`src/rtl/counter_share_pkg.sv`:
```
// Shared types and helpers for the counter-sharing scheduler.
// The optional COUNTER_PRESCALE_EN feature lives in the top level; this package is build-independent.
package counter_share_pkg;

    localparam int WIDTH_DEFAULT = 27;

    typedef logic [1:0] state_t;
    localparam state_t IDLE = 2'd0;
    localparam state_t RUN  = 2'd1;
    localparam state_t DONE = 2'd2;

    typedef struct packed {
        logic       valid;
        logic [3:0] idx;
    } pick_t;

    // Search upward from pointer+1 (mod nreq); sized for the 16-requester maximum.
    function automatic pick_t rr_pick(input logic [15:0] req, input logic [3:0] pointer,
                                      input int nreq);
        pick_t res;
        int    cand;
        res = '0;
        for (int step_i = 1; step_i <= 16; step_i++) begin
            cand = (int'(pointer) + step_i) % nreq;
            if (step_i <= nreq && !res.valid && req[cand[3:0]]) begin
                res.valid = 1'b1;
                res.idx   = cand[3:0];
            end
        end
        return res;
    endfunction

endpackage

```
`src/rtl/counter_share_scheduler_arbiter.sv`:
```
// Combinational round-robin picker; the pointer register is owned by the scheduler.
// Independent of COUNTER_PRESCALE_EN.
module rr_arbiter_onehot
    import counter_share_pkg::*;
#(
    parameter int NREQ = 4
) (
    input  logic [NREQ-1:0]          req,
    input  logic [$clog2(NREQ)-1:0]  pointer,
    output logic [NREQ-1:0]          onehot,
    output logic [$clog2(NREQ)-1:0]  sel,
    output logic                     valid
);

    logic [15:0] req_wide;
    logic [3:0]  ptr_wide;
    pick_t       pick;

    always_comb begin
        req_wide                      = '0;
        req_wide[NREQ-1:0]            = req;
        ptr_wide                      = '0;
        ptr_wide[$clog2(NREQ)-1:0]    = pointer;
        pick                          = rr_pick(req_wide, ptr_wide, NREQ);
        valid                         = pick.valid;
        sel                           = pick.idx[$clog2(NREQ)-1:0];
        onehot                        = '0;
        for (int i = 0; i < NREQ; i++) begin
            onehot[i] = pick.valid && (pick.idx == 4'(i));
        end
    end

endmodule

```
`src/rtl/counter_share_scheduler.sv`:
```
// Time-shares one up-counter between NREQ requesters, round-robin, one interval per grant.
// Define COUNTER_PRESCALE_EN to advance the counter only every PRESCALE cycles.
module counter_share_scheduler
    import counter_share_pkg::*;
#(
    parameter int NREQ     = 4,
    parameter int WIDTH    = WIDTH_DEFAULT,
    parameter int PRESCALE = 1
) (
    input  logic                     clk,
    input  logic                     rst,
    input  logic [NREQ-1:0]          req,
    input  logic [NREQ*WIDTH-1:0]    req_len,
    input  logic                     abort,
    output logic [NREQ-1:0]          gnt,
    output logic [NREQ-1:0]          done,
    output logic                     busy,
    output logic [$clog2(NREQ)-1:0]  owner,
    output logic [WIDTH-1:0]         count
);

    localparam int PW = $clog2(NREQ);

    state_t            state;
    logic [PW-1:0]     pointer;
    logic [WIDTH-1:0]  target;
    logic [NREQ-1:0]   pick_onehot;
    logic [PW-1:0]     sel;
    logic              pick_valid;
    logic [WIDTH-1:0]  sel_len;
    logic              cancel;
    logic              step;

    rr_arbiter_onehot #(.NREQ(NREQ)) u_arbiter (
        .req     (req),
        .pointer (pointer),
        .onehot  (pick_onehot),
        .sel     (sel),
        .valid   (pick_valid)
    );

    assign sel_len = req_len[sel*WIDTH +: WIDTH];
    assign cancel  = abort || !req[owner];

`ifdef COUNTER_PRESCALE_EN
    localparam int PSW = (PRESCALE > 1) ? $clog2(PRESCALE) : 1;
    logic [PSW-1:0] presc;

    assign step = (presc == PSW'(PRESCALE - 1));

    // Free-runs only inside an uncancelled interval, so every grant starts from zero.
    always_ff @(posedge clk or posedge rst) begin
        if (rst) begin
            presc <= '0;
        end else if (state == RUN && !cancel) begin
            presc <= step ? '0 : presc + PSW'(1);
        end else begin
            presc <= '0;
        end
    end
`else
    // Every cycle is a step; PRESCALE only matters for legal configurations (>= 1).
    assign step = (PRESCALE >= 1);
`endif

    always_ff @(posedge clk or posedge rst) begin
        if (rst) begin
            state   <= IDLE;
            gnt     <= '0;
            busy    <= 1'b0;
            owner   <= '0;
            count   <= '0;
            target  <= '0;
            pointer <= PW'(NREQ - 1);
        end else begin
            case (state)
                IDLE: begin
                    count <= '0;
                    if (pick_valid) begin
                        target <= (sel_len == '0) ? WIDTH'(1) : sel_len;
                        owner  <= sel;
                        gnt    <= pick_onehot;
                        busy   <= 1'b1;
                        state  <= RUN;
                    end
                end
                RUN: begin
                    // Cancellation wins over a same-cycle terminal match: no done pulse.
                    if (cancel) begin
                        state   <= IDLE;
                        gnt     <= '0;
                        busy    <= 1'b0;
                        count   <= '0;
                        pointer <= owner;
                    end else if (step) begin
                        if (count == target - WIDTH'(1)) begin
                            state <= DONE;
                            gnt   <= '0;
                        end else begin
                            count <= count + WIDTH'(1);
                        end
                    end
                end
                DONE: begin
                    state   <= IDLE;
                    busy    <= 1'b0;
                    count   <= '0;
                    pointer <= owner;
                end
                default: begin
                    state <= IDLE;
                end
            endcase
        end
    end

    always_comb begin
        done = '0;
        if (state == DONE) begin
            done[owner] = 1'b1;
        end
    end

endmodule

```
`config.mk`:
```
export PLATFORM = sky130hd
export DESIGN_NAME = counter_share_scheduler
export DESIGN_NICKNAME = d
export VERILOG_FILES = /design/src/rtl/counter_share_pkg.sv /design/src/rtl/counter_share_scheduler_arbiter.sv /design/src/rtl/counter_share_scheduler.sv
export SDC_FILE = /design/constraint.sdc
export NUM_CORES = 1
export LEC_CHECK = 0
export CAP_MARGIN = 40
export CORE_MARGIN = 3
export CORE_UTILIZATION = 40
export DETAILED_ROUTE_END_ITERATION = 10
export PLACE_DENSITY_LB_ADDON = 0.2
export SETUP_SLACK_MARGIN = 0.5
export SLEW_MARGIN = 0
export SYNTH_ARGS = -nofsm -noshare
export SYNTH_HDL_FRONTEND = slang
export SYNTH_SLANG_ARGS = --single-unit
```
`constraint.sdc`:
```
create_clock -name clk -period 6.1 [get_ports clk]
set_input_delay 1.22 -clock clk [delete_from_list [all_inputs] [get_ports clk]]
set_output_delay 1.22 -clock clk [all_outputs]
set_load 0.1 [all_outputs]
```
==> impl_metrics.env <==
export IMPL_drive_gt1_frac=0.160
export IMPL_final_antenna_net_count=0
export IMPL_maximum_fanout_encountered_on_the_critical_timing_path=37
export IMPL_setup_worst_path_class="in2reg"
export IMPL_synth_common_cells="97 x sky130_fd_sc_hd__o21ai_0, 80 x sky130_fd_sc_hd__nand2_1, 63 x sky130_fd_sc_hd__dfrtp_1, 33 x sky130_fd_sc_hd__clkbuf_1, 30 x sky130_fd_sc_hd__mux2_2"
export IMPL_combinational_family_with_the_most_area_after_synthesis="simple AND/OR/NAND/NOR gates"
export IMPL_synth_fa_ha_area_frac=0.0144
export IMPL_final_setup_worst_slack_ns=2.06
export IMPL_post_synth_top_count_cell="sky130_fd_sc_hd__o21ai_0"
export IMPL_synth_flop_cell="sky130_fd_sc_hd__dfrtp_1"
export IMPL_report_final_hold_viol_count=0
export IMPL_synthMuxAreaShare=0.123
export IMPL_route_top_layer_used="met4"
export IMPL_coreArea_mm2=0.0127
export IMPL_layout_worst_path_cycle_share=0.663
export IMPL_worst_setup_path_start_kind="input port"
export IMPL_rsz0062_at_grt="no"
export IMPL_max_cap_viol_count=0
export IMPL_clockRootBuffer="sky130_fd_sc_hd__clkbuf_16"
export IMPL_cts_inserted_buffers=9
export IMPL_final_critical_path_required_period_ns=4.04
export IMPL_post_synth_xor_area_fraction=0.0520
export IMPL_io_pins=153
export IMPL_grt_max_degree=66
export IMPL_count_of_flip_flops_with_a_built_in_enable_after_synthesis=0
export IMPL_global_route_usage_total=0.223
export IMPL_routed_wl_met2_mm=7.57
export IMPL_number_of_global_route_vias_before_repair=5366
export IMPL_post_dp_hpwl_mm=12.5
export IMPL_power_density_mw_per_mm2=370
export IMPL_timing_rr_end="count[23]"
export IMPL_met1_length_mm=7.09
export IMPL_synth_top_area_share=0.302
export IMPL_antenna_diode_count=0
export IMPL_post_cts_setup_buffers=0
export IMPL_firstDrtPassIters=5
export IMPL_syn_mean_instance_area_um2=8.49
export IMPL_cp_data_arrival_time_ns=4.31
export IMPL_final_number_of_setup_violating_endpoints=0
export IMPL_synth_seq_area_share=0.312
export IMPL_ctsHtreeMaxLevel=3
export IMPL_flow_area_growth_from_synthesis_pct=47.9
export IMPL_route_met3_wl_um=998
export IMPL_clock_insertion_delay_worst_skew_ns=0.33
export IMPL_hold_path_class="reg2reg"
export IMPL_clkTransAtPathRegs_ns=0.06
export IMPL_critPathRequiredTime_ns=6.37
export IMPL_postLayoutCellArea_mm2=0.00772
export IMPL_cts_tree="yes"
export IMPL_cts_resized=0
export IMPL_ff2ff_setup_slack_ns=2.56
export IMPL_post_synthesis_async_set_or_reset_flop_share=1.00
export IMPL_cts_num_sinks=65
export IMPL_vias_per_cell=5.52
export IMPL_postSynthRegisterBits=65
export IMPL_placement_rows=41
export IMPL_standby_leakage_power_nw=3.08
export IMPL_timing_critical_path_to_type="flop"
export IMPL_worstRegToRegCells=11
export IMPL_cts_hold_fix_buffers=0
export IMPL_synth_area_leader_cell="sky130_fd_sc_hd__dfrtp_1"
export IMPL_drt_initial_drc_count=345
export IMPL_max_slew_margin=0.406
export IMPL_syn_cell_area_mm2=0.00522
export IMPL_die_area_mm2=0.0145
export IMPL_mappedNetlistNets=736
export IMPL_worst_clock_skew_ns=0.00955
export IMPL_floorplan_die_width_um=120
export IMPL_timing_setup_tns_ns=0
export IMPL_worst_slew_pin_tran_ns=0.883
export IMPL_global_route_wire_length_before_repair_mm=26.4
export IMPL_max_freq_mhz=247
export IMPL_total_length_of_routed_wires_mm=16.0
export IMPL_post_place_ws_ns=1.70
export IMPL_cts_root_to_sink_buffers=2
export IMPL_grt_remaining_overflow=0
export IMPL_port_buffers=152
export IMPL_timing_startpoint_of_the_critical_path="req[3]"
export IMPL_netlist_instances=615
export IMPL_synth_top_cells_by_area="sky130_fd_sc_hd__dfrtp_1 30%, sky130_fd_sc_hd__o21ai_0 9.3%, sky130_fd_sc_hd__mux2_2 6.5%"
export IMPL_floorplan_initialDensity=0.412
export IMPL_final_hold_worst_slack_ns=0.479
export IMPL_route_vias_total=5289
export IMPL_drcViolationCount=0
export IMPL_ir_worst_vdd_v=0.000169
export IMPL_slew_viol_final=0
export IMPL_count_of_different_cell_masters_after_synthesis=69
export IMPL_synth_simple_gate_area_frac=0.250
export IMPL_wl_per_cell_um=16.7
export IMPL_design_final_nets=902
export IMPL_antenna_violations_before_repair=0
export IMPL_placedInstanceArea_mm2=0.00742
export IMPL_synth_compound_area_share=0.205
export IMPL_crit_reg2reg_launch="target[0]"
export IMPL_status="finished, final reports clean"
export IMPL_crit_path_end="target[0]"
export IMPL_yosysWarnings=0
export IMPL_die_outline_height_um=120
export IMPL_globalplace_congestion=0.902
-- sequential cells by signal, indices dropped and copies added, names as in the netlist --
name / count
busy: 1
count: 27
gnt: 4
owner: 2
pointer: 2
state: 2
target: 27
-- worst min-delay path by stage --
stage	startpoint	end	slack, ns	depth (start not counted)
2_1_floorplan	target[26]	target[26]	0.47	2
3_3_place_gp	busy	busy	0.47	2
3_5_place_dp	busy	busy	0.47	2
4_1_cts	busy	busy	0.49	2
5_1_grt	busy	busy	0.53	2
6_report	busy	busy	0.48	2
-- kinds of logic after synthesis --
kind of cell,after synthesis
AOI/OAI and AO/OA,172
buffers and inverters,52
adders and majority gates,6
DFF,65
and+or+nand+nor,230
muxes,59
xor gates and xnor gates,31
-- layout make-up --
cell class | instances | area [um2]
Clock buffer | 10 | 239
Inverter | 11 | 41.3
Sequential cell | 65 | 1630
Clock inverter | 6 | 65.1
Fill cell | 1089 | 4950
Tap cell | 172 | 215
Multi-Input combinational cell | 498 | 3380
Timing Repair Buffer | 196 | 2160
-- report_power, final --
part	leakage (nW)	total, W	switching [W]	internal [W]
Sequential	0.838	0.000802	0.000234	0.000569
Clock	0.149	0.000527	0.000198	0.000329
Combinational	2.09	0.00153	0.000884	0.000641
Total	3.08	0.00286	0.00132	0.00154
-- critical path, cell delays in order --
cell                              delay [ns]
sky130_fd_sc_hd__clkdlybuf4s50_1        0.56
sky130_fd_sc_hd__nor2b_1                0.20
sky130_fd_sc_hd__nor2_1                 0.09
sky130_fd_sc_hd__a21oi_4                0.65
sky130_fd_sc_hd__buf_12                 0.31
sky130_fd_sc_hd__mux2_2                 0.36
sky130_fd_sc_hd__o21ai_0                0.35
sky130_fd_sc_hd__nand4_1                0.14
sky130_fd_sc_hd__nor3_1                 0.22
sky130_fd_sc_hd__a221o_1                0.16
-- stage by stage --
stage / std cells / util / power [W]
finish: 958 / 0.609 / 0.00286
global route: 958 / 0.609 / 0.00306
CTS: 958 / 0.609 / 0.00286
detailed placement: 942 / 0.585 / 0.00233
global placement: 903 / 0.539 / 0.00221
floorplan: 615 / - / 0.00185
-- cells in the final DEF, fill, tap and decap left out, types with 10 or more instances in the layout --
cell type                         Yosys  routed
sky130_fd_sc_hd__clkdlybuf4s50_1      0     152
sky130_fd_sc_hd__o21ai_0             97      97
sky130_fd_sc_hd__nand2_1             80      80
sky130_fd_sc_hd__dfrtp_1             63      63
sky130_fd_sc_hd__buf_8                1      39
sky130_fd_sc_hd__mux2_2              30      30
sky130_fd_sc_hd__mux2i_1             28      28
sky130_fd_sc_hd__xnor2_1             23      23
sky130_fd_sc_hd__nor2_1              21      20
sky130_fd_sc_hd__nand3_1             19      19
sky130_fd_sc_hd__nor3_1              17      17
sky130_fd_sc_hd__o31ai_1             16      16
sky130_fd_sc_hd__nand4_1             16      16
sky130_fd_sc_hd__nand2b_1            13      13
sky130_fd_sc_hd__a31oi_1             11      11
sky130_fd_sc_hd__inv_1               11      10
-- per-layer routing --
| layer | vias to the layer above | track usage |
|---|---|---|
| met5 | - | 0 |
| met4 | 0 | 0.0729 |
| met3 | 24 | 0.0529 |
| met2 | 178 | 0.372 |
| met1 | 2487 | 0.286 |
| li1 | 2600 | - |
No activity file was read; power rests on OpenSTA's default activity.
==> patch 1 (same settings) <==
Add a define of `COUNTER_PRESCALE_EN`.
--- a/src/rtl/counter_share_scheduler.sv
+++ b/src/rtl/counter_share_scheduler.sv
@@ -2,2 +2,4 @@
 // Define COUNTER_PRESCALE_EN to advance the counter only every PRESCALE cycles.
+`define COUNTER_PRESCALE_EN
+
 module counter_share_scheduler
Behaviour: no difference found for any inputs over 4 cycles, from zero or initial values and one cycle with rst high; that may be too few to reach the edited logic, so the function may still have changed.
==> patch 1 against the unedited design <==
  * Maximum frequency grew 2.6%
  * Design area grew 2.7%
  * Power up 0.49%
  * First-iteration DRC count up 24%
  * Critical endpoint is now count[26]
  * Final cell count is 2.6% lower
  * Sequential share of layout area shrank 0.56 points
  * Setup slack improved by 0.10 ns
  * Wire length grew 7.4%
  * Sequential cell count unchanged
  * Synthesized area increased by 3.8%
  * Synthesized cell count shrank 4.2%
  * Die area increased by 3.6%
  * Worst hold slack gained 0.020 ns
  * Largest power group unchanged
==> patch 1: results <==
set metrics [dict create \
    critPathMaxFanout 15 \
    yosys_warnings 0 \
    gr-usage-met2_pct 39.0 \
    cp_slowest_cell "and4_1" \
    drt_iter0_drc 429 \
    cp_top_family "simple AND/OR/NAND/NOR gates" \
    synth.area.mux_share_pct 22.6 \
    synthDistinctLibCells 68 \
    drive_above_1_share_pct 14.7 \
    status "completed" \
    grt_use_total_pct 22.6 \
    synth-compound-area-share_pct 15.7 \
    grt_pass1_wl_um 26900 \
    worst_pin_slew_ns 0.859 \
    hold_class "flip-flop to flip-flop" \
    synth_fa_ha_area_share_pct 1.39 \
    wl_per_cell_um 18.4 \
    portBuffers 152 \
    synth_area_leaders "dfrtp_1 29%, mux2i_1 16%, mux2_2 6.0%" \
    clk_pin_slew_ns 0.05 \
    synth-seq-area-share_pct 30.1 \
    synth-async-reset-ratio_pct 100 \
    antenna_found_initial 0 \
    top_regs "count: 27 flops, target: 27 flops, gnt: 4 flops" \
    first_pass_iters 5 \
    synthTopCellsByCount "85 x mux2i_1, 63 x dfrtp_1, 38 x o31ai_1" \
    finalSetupViolCount 0 \
    htree_levels 3 \
    routabilityCongestion 0.925 \
    dp_hpwl_um 13300 \
    grt_max_degree 66 \
    syn-num-nets 710 \
    grt_util_met3_pct 3.59 \
    arrival_ns 4.16 \
    leakage_nw 3.31 \
    antenna_left 0 \
    grt_pass1_vias 5327 \
    ir_worst_vdd_uv 336 \
    ys.flop_type "dfrtp_1" \
    worstSkewPairLatency_ns 0.34 \
    cts.repair.resized 0 \
    use_met1_pct 29.5 \
    fill_cells 1097 \
    post_cts_buffers 0 \
    synthXorXnorAreaFrac_pct 4.69 \
    cts-buffers-inserted 9 \
    slowest_delay_ns 0.67 \
    n_antenna_cell 0 \
    fin_skew_ns 0.00733 \
    vias_per_cell 5.67 \
    fin_nets 877 \
    cts_buffer_depth 2 \
    root_buffer "clkbuf_16" \
]
## patch 1: path summary, 6_finish.rpt
check	from	endpoint	slack, ns	cells past startpoint
worst max-delay path	target[0]	count[26]	2.16	11
worst min-delay path	gnt[0]	gnt[0]	0.50	1
worst max register to register	target[0]	count[26]	2.16	11
worst min register to register	gnt[0]	gnt[0]	0.50	1
max in group asynchronous	rst	target[10]	4.08	3
min in group asynchronous	rst	count[23]	1.45	3
## patch 1: report_power, final
| group | internal (mW) | total [mW] | switching (mW) |
|---|---|---|---|
| sequential | 0.566 | 0.821 | 0.255 |
| combinational | 0.713 | 1.54 | 0.822 |
| clock | 0.326 | 0.513 | 0.187 |
| total | 1.61 | 2.87 | 1.26 |
## patch 1: cell type report
cell class | instances | share of cell area, %
Multi-Input combinational cell | 467 | 44.8
Timing Repair Buffer | 198 | 27.5
Sequential cell | 65 | 20.5
Clock buffer | 13 | 3.15
Tap cell | 172 | 2.71
Inverter | 15 | 0.710
Clock inverter | 3 | 0.505
## patch 1: cell families (layout without fill, tap and decap cells)
logic type,count (synthesis),count (layout)
AOI/OAI and AO/OA,121,121
xor gates and xnor gates,29,29
adders and majority gates,6,6
buffers and inverters,57,229
DFF,65,65
muxes,118,118
and+or+nand+nor,193,193
## patch 1: routing by layer
metal  share of wire, %  up-vias
met1                 43     2580
met3                3.5       18
met4                1.2        0
li1                   -     2568
met5                  0        -
met2                 52      126
## patch 1: metrics by stage
stage	cells	total power, mW	setup WS (ns)	utilization, %	area [um^2]
after detailed placement	917	2.35	1.94	59.1	7640
after CTS	933	2.87	2.21	61.4	7930
after global placement	878	2.24	2.02	54.5	7040
after floorplan	589	1.89	1.61	-	5420
final	933	2.87	2.16	61.4	7930
after global routing	933	3.04	1.82	61.4	7930
==> patch 2 (same flow settings) <==
Without the edit above. Put one more register stage on the output `count`, with the module's reset. The value now appears one clock later. The other outputs are not delayed to match.
--- a/src/rtl/counter_share_scheduler.sv
+++ b/src/rtl/counter_share_scheduler.sv
@@ -22,2 +22,4 @@
     localparam int PW = $clog2(NREQ);
+
+    logic [WIDTH-1:0] count_s0;
 
@@ -71,3 +73,3 @@
             owner   <= '0;
-            count   <= '0;
+            count_s0 <= '0;
             target  <= '0;
@@ -77,3 +79,3 @@
                 IDLE: begin
-                    count <= '0;
+                    count_s0 <= '0;
                     if (pick_valid) begin
@@ -92,6 +94,6 @@
                         busy    <= 1'b0;
-                        count   <= '0;
+                        count_s0 <= '0;
                         pointer <= owner;
                     end else if (step) begin
-                        if (count == target - WIDTH'(1)) begin
+                        if (count_s0 == target - WIDTH'(1)) begin
                             state <= DONE;
@@ -99,3 +101,3 @@
                         end else begin
-                            count <= count + WIDTH'(1);
+                            count_s0 <= count_s0 + WIDTH'(1);
                         end
@@ -106,3 +108,3 @@
                     busy    <= 1'b0;
-                    count   <= '0;
+                    count_s0 <= '0;
                     pointer <= owner;
@@ -123,2 +125,10 @@
 
+    always_ff @(posedge clk or posedge rst) begin
+        if (rst) begin
+            count <= '0;
+        end else begin
+            count <= count_s0;
+        end
+    end
+
 endmodule
Check against the original RTL: not equivalent (Yosys sat finds a counterexample within 4 cycles, from zero or initial values and one cycle with rst high).
==> patch 2 against the unedited design <==
  * Wire length grew 5.3%
  * Non-clock buffer count grew 5
  * Sequential power grew 19%
  * Design area grew 9.2%
  * Power grew 9.4%
  * Final cell count grew 5.5%
  * Combinational power grew 4%
  * Sequential cell count grew 27
  * Synthesized area grew 12%
  * Setup slack lost 0.064 ns
  * Global-route usage shrank 1.3 points
  * Largest cell class unchanged
==> patch 2: results <==
set metrics [dict create \
    ir_worst_vdd_uv 199 \
    wl_per_cell_um 16.7 \
    placed_area_um2 8120 \
    cp_top_family "simple AND/OR/NAND/NOR gates" \
    grt_use_total_pct 21.1 \
    post_cts_buffers 0 \
    antenna_found_initial 0 \
    synth_area_leaders "dfrtp_1 39%, o21ai_0 8.4%, nand2_1 6.4%" \
    root_buffer "clkbuf_16" \
    cts-buffers-inserted 9 \
    cts_buffer_depth 2 \
    p_sw_mw 1.34 \
    critPathMaxFanout 15 \
    clk_pin_slew_ns 0.06 \
    hold_class "flip-flop to flip-flop" \
    synth-async-reset-ratio_pct 100 \
    status "completed" \
    leakage_nw 3.50 \
    synthTopCellsByCount "99 x nand2_1, 98 x o21ai_0, 90 x dfrtp_1" \
    timing.rr.start "target[13]" \
    synth-seq-area-share_pct 39.5 \
    reg2reg_slack_ns 1.99 \
    drt_iter0_drc 425 \
    cts.repair.resized 0 \
    dp_hpwl_um 13100 \
    fin_nets 947 \
    cp_slowest_cell "nor4_4" \
    grt_max_degree 60 \
    syn-num-nets 771 \
    n_antenna_cell 0 \
    top_regs "count: 27 flops, count_s0: 27 flops, target: 27 flops" \
    grt_pass1_wl_um 27600 \
    htree_levels 3 \
    hold_depth 1 \
    slowest_delay_ns 0.66 \
    portBuffers 152 \
    crit_path_end "count_s0[13]" \
    fin_skew_ns 0.00716 \
    overflow 0 \
    via_count 5577 \
    routabilityCongestion 0.935 \
    arrival_ns 4.36 \
    yosys_warnings 0 \
    first_pass_iters 5 \
    drive_above_1_share_pct 14.7 \
    worstSkewPairLatency_ns 0.34 \
    fill_cells 1249 \
    worst_pin_slew_ns 0.928 \
    synthDistinctLibCells 68 \
    startpoint_type "flip-flop" \
]
patch 2: changes by cell type in the layout (fill, tap and decap cells not counted), moves of 5 or more:
cell     before  now
nand2_1      80   99
xor2_1        8   17
nor2_1       20   29
a31oi_1      11    3
dfrtp_1      63   90
nand4_1      16   11
patch 2: layout make-up:
class	instances	share of cell area, %
Inverter	12	0.549
Clock buffer	13	3.20
Clock inverter	3	0.519
Multi-Input combinational cell	510	39.5
Sequential cell	92	27.3
Timing Repair Buffer	201	26.2
Tap cell	180	2.67
patch 2: worst min-delay path by stage:
stage                            start   endpoint
final                           gnt[1]     gnt[1]
after global routing      count_s0[14]  count[14]
after CTS                       gnt[1]     gnt[1]
after detailed placement        gnt[1]     gnt[1]
after global placement          gnt[1]     gnt[1]
after floorplan           count_s0[22]  count[22]
patch 2: stage by stage:
stage	std cells	power, mW	hold slack (ns)	utilization, %	setup slack (ns)
final	1011	3.12	0.491	60.1	1.99
after global routing	1011	3.34	0.518	60.1	1.75
after CTS	1011	3.13	0.493	60.1	2.03
after detailed placement	995	2.55	0.474	57.8	1.91
after global placement	954	2.39	0.472	53.3	1.86
after floorplan	650	2.03	0.352	-	1.71
patch 2: power groups by stage:
stage,Clock [mW],Combinational [mW],Sequential [mW]
6_report,0.579,1.59,0.951
5_1_grt,0.611,1.75,0.974
4_1_cts,0.588,1.60,0.947
3_5_place_dp,0,1.59,0.958
3_3_place_gp,0,1.44,0.948
2_1_floorplan,0,0.965,1.06
patch 2: per-layer routing:
metal  routed length, um  track usage [%]  vias up
met4                 446             8.83        0
li1                    -                -     2699
met2                7850             34.3      233
met1                7310             27.3     2617
met5                   0                0        -
met3                1240             4.25       28
patch 2: cells by family (layout without fill, tap and decap cells):
family | Yosys count | count (layout) | synth area share (%)
simple gates | 244 | 244 | 21.7
compound gates | 161 | 161 | 16.7
buf+inv | 48 | 229 | 3.60
fa+ha+maj | 6 | 6 | 1.29
mux | 63 | 63 | 11.7
flops | 92 | 92 | 39.5
xor+xnor | 36 | 36 | 5.41
patch 2: worst register-to-register path, delay by kind of cell, from the launching register on:
family / cells / cell delay, ns
simple gates: 5 / 2.38
flops: 1 / 0.47
mux: 2 / 0.31
compound gates: 2 / 0.59
buf+inv: 1 / 0.25
